## src/rtl/burst_xfer_engine.sv

```systemverilog
`default_nettype none
// +--------------------------------------------------------------------------+
// | burst_xfer_engine                                                        |
// | Moves beats between a register bank and a burst stream in either way.   |
// | Revision: 1.0                                                            |
// +--------------------------------------------------------------------------+
module burst_xfer_engine #(
  parameter int DATA_W = 8,
  parameter int ADDR_W = 9,
  parameter int LEN_W  = 8
) (
  input  logic              clk,
  input  logic              rst,
  input  logic              cfg_start,
  input  logic              cfg_rw,
  input  logic [LEN_W-1:0]  cfg_length,
  input  logic [LEN_W-1:0]  cfg_max_burst,
  input  logic [ADDR_W-1:0] cfg_base_addr,
  input  logic              abort,
  output logic              rb_req,
  output logic [ADDR_W-1:0] rb_addr,
  output logic [DATA_W-1:0] rb_wdata,
  input  logic [DATA_W-1:0] rb_rdata,
  input  logic              rb_ack,
  output logic              idle,
  output logic              done,
  output logic              err,
  output logic              bo_valid,
  output logic [DATA_W-1:0] bo_data,
  output logic              bo_last,
  input  logic              bo_ready,
  input  logic              bi_valid,
  input  logic [DATA_W-1:0] bi_data,
  input  logic              bi_last,
  output logic              bi_ready
);

  typedef enum logic [2:0] {
    IDLE     = 3'd0,
    CFG      = 3'd1,
    WR_FETCH = 3'd2,
    WR_SEND  = 3'd3,
    RD_WAIT  = 3'd4,
    RD_STORE = 3'd5,
    DONE     = 3'd6
  } state_e;

  state_e            state_q, state_d;
  logic [LEN_W-1:0]  rem_q, rem_d;
  logic [LEN_W-1:0]  maxb_q, maxb_d;
  logic [LEN_W-1:0]  beat_q, beat_d;
  logic [ADDR_W-1:0] addr_q, addr_d;
  logic              rw_q, rw_d;
  logic              err_q, err_d;
  logic [DATA_W-1:0] bo_data_q, bo_data_d;
  logic [DATA_W-1:0] wdata_q, wdata_d;
  logic              last_w;
  logic              final_w;

  // maxb_q is never 0 (normalised when latched), so maxb_q-1 cannot underflow
  assign last_w  = (beat_q == (maxb_q - LEN_W'(1))) || (rem_q == LEN_W'(1));
  assign final_w = (rem_q == LEN_W'(1));

  assign idle     = (state_q == IDLE);
  assign err      = err_q;
  assign rb_addr  = addr_q;
  assign rb_wdata = wdata_q;
  assign bo_data  = bo_data_q;
  assign bo_last  = (state_q == WR_SEND) && last_w;

  always_comb begin
    state_d   = state_q;
    rem_d     = rem_q;
    maxb_d    = maxb_q;
    beat_d    = beat_q;
    addr_d    = addr_q;
    rw_d      = rw_q;
    err_d     = err_q;
    bo_data_d = bo_data_q;
    wdata_d   = wdata_q;
    rb_req    = 1'b0;
    bo_valid  = 1'b0;
    bi_ready  = 1'b0;
    done      = 1'b0;

    case (state_q)
      IDLE: begin
        if (cfg_start) begin
          state_d = CFG;
          rem_d   = cfg_length;
          maxb_d  = (cfg_max_burst == '0) ? LEN_W'(1) : cfg_max_burst;
          addr_d  = cfg_base_addr;
          rw_d    = cfg_rw;
        end
      end
      CFG: begin
        err_d  = 1'b0;
        beat_d = '0;
        if (rem_q == '0)  state_d = DONE;
        else if (rw_q)    state_d = WR_FETCH;
        else              state_d = RD_WAIT;
      end
      WR_FETCH: begin
        rb_req = 1'b1;
        if (rb_ack) begin
          bo_data_d = rb_rdata;
          state_d   = WR_SEND;
        end
      end
      WR_SEND: begin
        bo_valid = 1'b1;
        if (bo_ready) begin
          rem_d   = rem_q - LEN_W'(1);
          addr_d  = addr_q + ADDR_W'(1);
          beat_d  = last_w ? '0 : beat_q + LEN_W'(1);
          state_d = final_w ? DONE : WR_FETCH;
        end
      end
      RD_WAIT: begin
        bi_ready = 1'b1;
        if (bi_valid) begin
          wdata_d = bi_data;
          if (bi_last != last_w) err_d = 1'b1;
          state_d = RD_STORE;
        end
      end
      RD_STORE: begin
        rb_req = 1'b1;
        if (rb_ack) begin
          rem_d   = rem_q - LEN_W'(1);
          addr_d  = addr_q + ADDR_W'(1);
          beat_d  = last_w ? '0 : beat_q + LEN_W'(1);
          state_d = final_w ? DONE : RD_WAIT;
        end
      end
      DONE: begin
        done    = 1'b1;
        state_d = IDLE;
      end
      default: state_d = IDLE;
    endcase

    // Abort overrides every handshake decided above in the same cycle
    if (abort && (state_q != IDLE)) begin
      state_d   = IDLE;
      err_d     = 1'b1;
      rem_d     = rem_q;
      beat_d    = beat_q;
      addr_d    = addr_q;
      bo_data_d = bo_data_q;
      wdata_d   = wdata_q;
      rb_req    = 1'b0;
      bo_valid  = 1'b0;
      bi_ready  = 1'b0;
      done      = 1'b0;
    end
  end

  always_ff @(posedge clk) begin
    if (rst) begin
      state_q   <= IDLE;
      rem_q     <= '0;
      maxb_q    <= '0;
      beat_q    <= '0;
      addr_q    <= '0;
      rw_q      <= 1'b0;
      err_q     <= 1'b0;
      bo_data_q <= '0;
      wdata_q   <= '0;
    end else begin
      state_q   <= state_d;
      rem_q     <= rem_d;
      maxb_q    <= maxb_d;
      beat_q    <= beat_d;
      addr_q    <= addr_d;
      rw_q      <= rw_d;
      err_q     <= err_d;
      bo_data_q <= bo_data_d;
      wdata_q   <= wdata_d;
    end
  end

endmodule
`default_nettype wire

```

## config.mk

```make
export PLATFORM = sky130hd
export DESIGN_NAME = burst_xfer_engine
export DESIGN_NICKNAME = d
export VERILOG_FILES = /design/src/rtl/burst_xfer_engine.sv
export SDC_FILE = /design/constraint.sdc
export NUM_CORES = 1
export LEC_CHECK = 0
export BUFFER_PORTS_ARGS = -buffer_cell sky130_fd_sc_hd__clkbuf_2
export CAP_MARGIN = 20
export CELL_PAD_IN_SITES_DETAIL_PLACEMENT = 0
export CELL_PAD_IN_SITES_GLOBAL_PLACEMENT = 1
export CORE_AREA = 2 2 112 114
export CTS_CLUSTER_DIAMETER = 120
export DETAILED_ROUTE_END_ITERATION = 8
export DIE_AREA = 0 0 114 116
export PLACE_DENSITY = 0.67
export SYNTH_ARGS = -nofsm -noshare
export SYNTH_HDL_FRONTEND = slang
export SYNTH_SLANG_ARGS = --single-unit
```

## constraint.sdc

```tcl
create_clock -name clk -period 4.8 [get_ports clk]
set_clock_uncertainty 0.2 [all_clocks]
set_input_delay 0.48 -clock clk [delete_from_list [all_inputs] [get_ports clk]]
set_output_delay 0.48 -clock clk [all_outputs]
set_load 0.01 [all_outputs]
```

==> parameters.txt <==
Parameter                              Value

Layout
  Net count, final    approximately 500
  Share of the core filled with cells    a little under a third
  Antenna cells    0
  Area growth from synthesis to layout    22.61%
  Layout cells sized above 1    between 20% and 30%

STA
  Hold violation count in the final report    0
  Unrepaired setup endpoints after global routing    false
  Number of slew-limit violations in the final report    0
  Transition at the pin with the smallest max-transition slack    617.4 ps
  Worst slew margin relative to its limit    between 50% and 60%
  Final setup TNS    0 ps
  Final count of negative-setup-slack endpoints    0
  Final period util    between 60% and 70%
  Maximum operating frequency    0.3402 GHz
  Shortest period the worst path allows    around 2900 ps

Power
  Clock share of power    ~22%
  Net switching component of the power    710.6 uW
  Leakage power    about 1.6 nW
  Share of total power in sequential cells    between 30% and 40%
  Power after layout    ~1.7 mW
  Switching share of power    40.79%
  PwrDens    481.7 nW/um2
  Part of the total power dissipated in combinational logic    41.6%
  Largest vdd supply drop    between 150 and 200 uV
  P_int    1.031 mW

Clocking
  Clock-pin transition on the worst setup and hold timing paths    80 ps
  Maximum clock insertion buffer count    2
  Clock tree from TritonCTS    built
  Number of gates resized after CTS    0
  Number of levels the H-tree was split into    2
  Post-CTS setup repair buffer count    0
  Clock buffer count from CTS    5
  Clock Tree Root    sky130_fd_sc_hd__clkbuf_16
  Hold_buf cts    0
  Clock sink count    54
  Clock latency reported for the late side of the worst-skew pair    ~300 ps

Yosys
  Synthesized instance count    about 370
  Primary FF master, synth    sky130_fd_sc_hd__dfxtp_1
  Yosys warning total    0
  Unique masters post-synth    48
  Number of nets produced by synthesis    424
  Most frequent cells after synthesis    sky130_fd_sc_hd__dfxtp_1, sky130_fd_sc_hd__nor2_1, sky130_fd_sc_hd__nand2_1, sky130_fd_sc_hd__a21oi_1
  Yosys top cell area share    a little over a third
  Synth top area cells    sky130_fd_sc_hd__dfxtp_1, sky130_fd_sc_hd__nor2_1, sky130_fd_sc_hd__mux2i_1, sky130_fd_sc_hd__nand2_1, sky130_fd_sc_hd__a21oi_1
  Area of the mapped netlist    just under 3000 um2
  Library cell with the largest summed area after synthesis    sky130_fd_sc_hd__dfxtp_1
  Yosys reg bits    54
  Mapped Avg Cell Area    roughly 8.0 um2
  Post-synth EDFFs    0
  Sequential-to-total area share from yosys stat    a little over a third
  Async set or reset register ratio after synthesis    0%
  Most instantiated library cell after synthesis    sky130_fd_sc_hd__dfxtp_1

Run status
  Result of the run    complete, no violations

Floorplanning
  Height of the chip    ~120 um
  Num rows    40
  Chip width    between 100 and 150 um
  Top Ports    approximately 80
  Core Box Area    roughly 12000 um2
  Area of the die    roughly 13000 um2
  Starting density of the core    24.76%

Drt
  WL final    7.879 mm
  # DRC    0
  Starting DRC count in detailed routing    ~170
  First-pass iteration count of the detailed router    5
  Number of routed nets with antenna violations    0
  Via count    between 2000 and 3000
  Drt wl/cell    13.45 um
  Via density per instance    4.848

Global route
  Pin count of the biggest net entering global routing    55
  GRT Overall Usage    ~12%
  Wire length of the first global-routing pass    approximately 13 mm
  Vias in the first global route    around 2700
  Total grt overflow    0
  Antenna violations before repair    0

Worst setup path
  CP peak stage delay    roughly 400 ps
  CP Data Required Time    between 4000 and 5000 ps
  FF-to-FF setup slack    about 2100 ps
  Peak fanout along the critical path    14
  Register-to-Register Path Depth    5
  Endpoint kind of the worst setup timing path    output pin
  Startpoint type of the worst setup path    register
  Critical path arrival    ~2300 ps
  RR Endpoint    beat_q[7]$_SDFFE_PP0P_
  Cell Chain, Critical Path    inv_1 -> ha_1 -> nor4b_4 -> xnor2_1 -> nor4_2 -> o2111ai_2 -> a21oi_1 -> clkbuf_2
  Type of the setup path with the least slack    register to output pin
  Reg2reg start    state_q[2]$_SDFFE_PP0P_
  Critical-path top delay cell    sky130_fd_sc_hd__dfxtp_1

Job
  Number of max-cap violations    0

Placed design
  Global placer's final weighted congestion    around 0.77
  Hpwl dp    between 5 and 6 mm
  PortBufs    81

Worst hold path
  Worst Min Path Start    bi_data[1]
  Hold Path Cell Cnt    3
  HP Class    input pin to register
  Worst Hold Endpoint    rb_wdata[1]$_SDFFE_PP0P_
## power by group through the flow
| stage | clock network, mW | registers [mW] | logic (mW) |
|---|---|---|---|
| 4_1_cts | 0.401 | 0.634 | 0.726 |
| 3_5_place_dp | 0 | 0.645 | 0.723 |
| 3_3_place_gp | 0 | 0.641 | 0.714 |
| 6_report | 0.383 | 0.635 | 0.725 |
| 2_1_floorplan | 0 | 0.619 | 0.555 |
| 5_1_grt | 0.414 | 0.650 | 0.829 |
## per-stage QoR
step | area [um2] | hold WS, ps | worst slack (ps) | instances
after global routing | 3616 | 217.8 | 1633 | 586
after CTS | 3593 | 198.1 | 1820 | 584
after floorplan | 2949 | 248.8 | 2460 | 369
final | 3616 | 207.2 | 1860 | 586
after detailed placement | 3442 | 270.7 | 2109 | 576
after global placement | 3442 | 261.9 | 2215 | 576
## worst max-delay path by stage
stage	start	endpoint	slack [ps]	depth (start not counted)
global placement	state_q[2]$_SDFFE_PP0P_	beat_q[7]$_SDFFE_PP0P_	2210	5
finish	maxb_q[0]$_SDFFE_PP0P_	bo_last	1860	8
CTS	maxb_q[0]$_SDFFE_PP0P_	bo_last	1820	8
detailed placement	state_q[2]$_SDFFE_PP0P_	beat_q[7]$_SDFFE_PP0P_	2110	5
floorplan	maxb_q[0]$_SDFFE_PP0P_	bo_last	2460	8
global route	maxb_q[0]$_SDFFE_PP0P_	bo_last	1630	8
## final cells by class
| cell class | count | area (um2) |
|---|---|---|
| sequential | 54 | 1081 |
| clock buffer | 5 | 125.1 |
| timing repair buffer | 85 | 442.9 |
| fill | 1337 | 8295 |
| multi-input combinational | 283 | 1723 |
| tap | 147 | 183.9 |
| inverter | 9 | 33.78 |
| clock inverter | 3 | 26.28 |
## kinds of logic (layout without fill, tap and decap cells)
kind of cell	count (synthesis)	count (layout)	share of synthesized area, %
DFF	54	54	36.66
buffers and inverters	32	102	5.048
AOI/OAI and AO/OA	86	86	18.54
muxes	17	17	5.770
adders and majority gates	5	5	2.121
and+or+nand+nor	161	161	27.20
xor gates and xnor gates	14	14	4.667
## metal layers
layer	routed length (um)	part of all wire, %	GRT usage (%)
met1	3646	46	15.85
met2	3737	47	20.04
met3	418	5.3	3.295
met4	77	0.98	3.659
met5	0	0	0
## sequential cells by signal (all words and copies together) (netlist names)
register  count
state_q       3
beat_q        8
rb_addr       9
maxb_q        8
bo_data       8
rw_q          1
rb_wdata      8
err           1
rem_q         8
## critical path: cells and delay by family (launching register included)
| family | cells | cell delay (ps) |
|---|---|---|
| AO/OA/AOI/OAI | 2 | 630 |
| adder cells (fa/ha/maj) | 1 | 240 |
| flip-flops | 1 | 400 |
| XOR/XNOR | 1 | 140 |
| buffers and inverters | 2 | 240 |
| AND/OR/NAND/NOR | 2 | 320 |
## layout by cell type, fill, tap and decap left out, types with 8 or more instances in the layout
| cell | netlist | layout |
|---|---|---|
| sky130_fd_sc_hd__nand2_1 | 44 | 44 |
| sky130_fd_sc_hd__nor3_1 | 10 | 10 |
| sky130_fd_sc_hd__o21ai_0 | 16 | 16 |
| sky130_fd_sc_hd__dfxtp_1 | 54 | 54 |
| sky130_fd_sc_hd__nor2_1 | 49 | 49 |
| sky130_fd_sc_hd__mux2i_1 | 17 | 17 |
| sky130_fd_sc_hd__xnor2_1 | 11 | 11 |
| sky130_fd_sc_hd__a211oi_1 | 8 | 8 |
| sky130_fd_sc_hd__clkbuf_2 | 0 | 81 |
| sky130_fd_sc_hd__a21oi_1 | 29 | 29 |
| sky130_fd_sc_hd__and3_1 | 8 | 8 |
| sky130_fd_sc_hd__inv_1 | 9 | 9 |
| sky130_fd_sc_hd__nand3_1 | 14 | 14 |
Note: power is estimated with default switching activity, not from simulation.
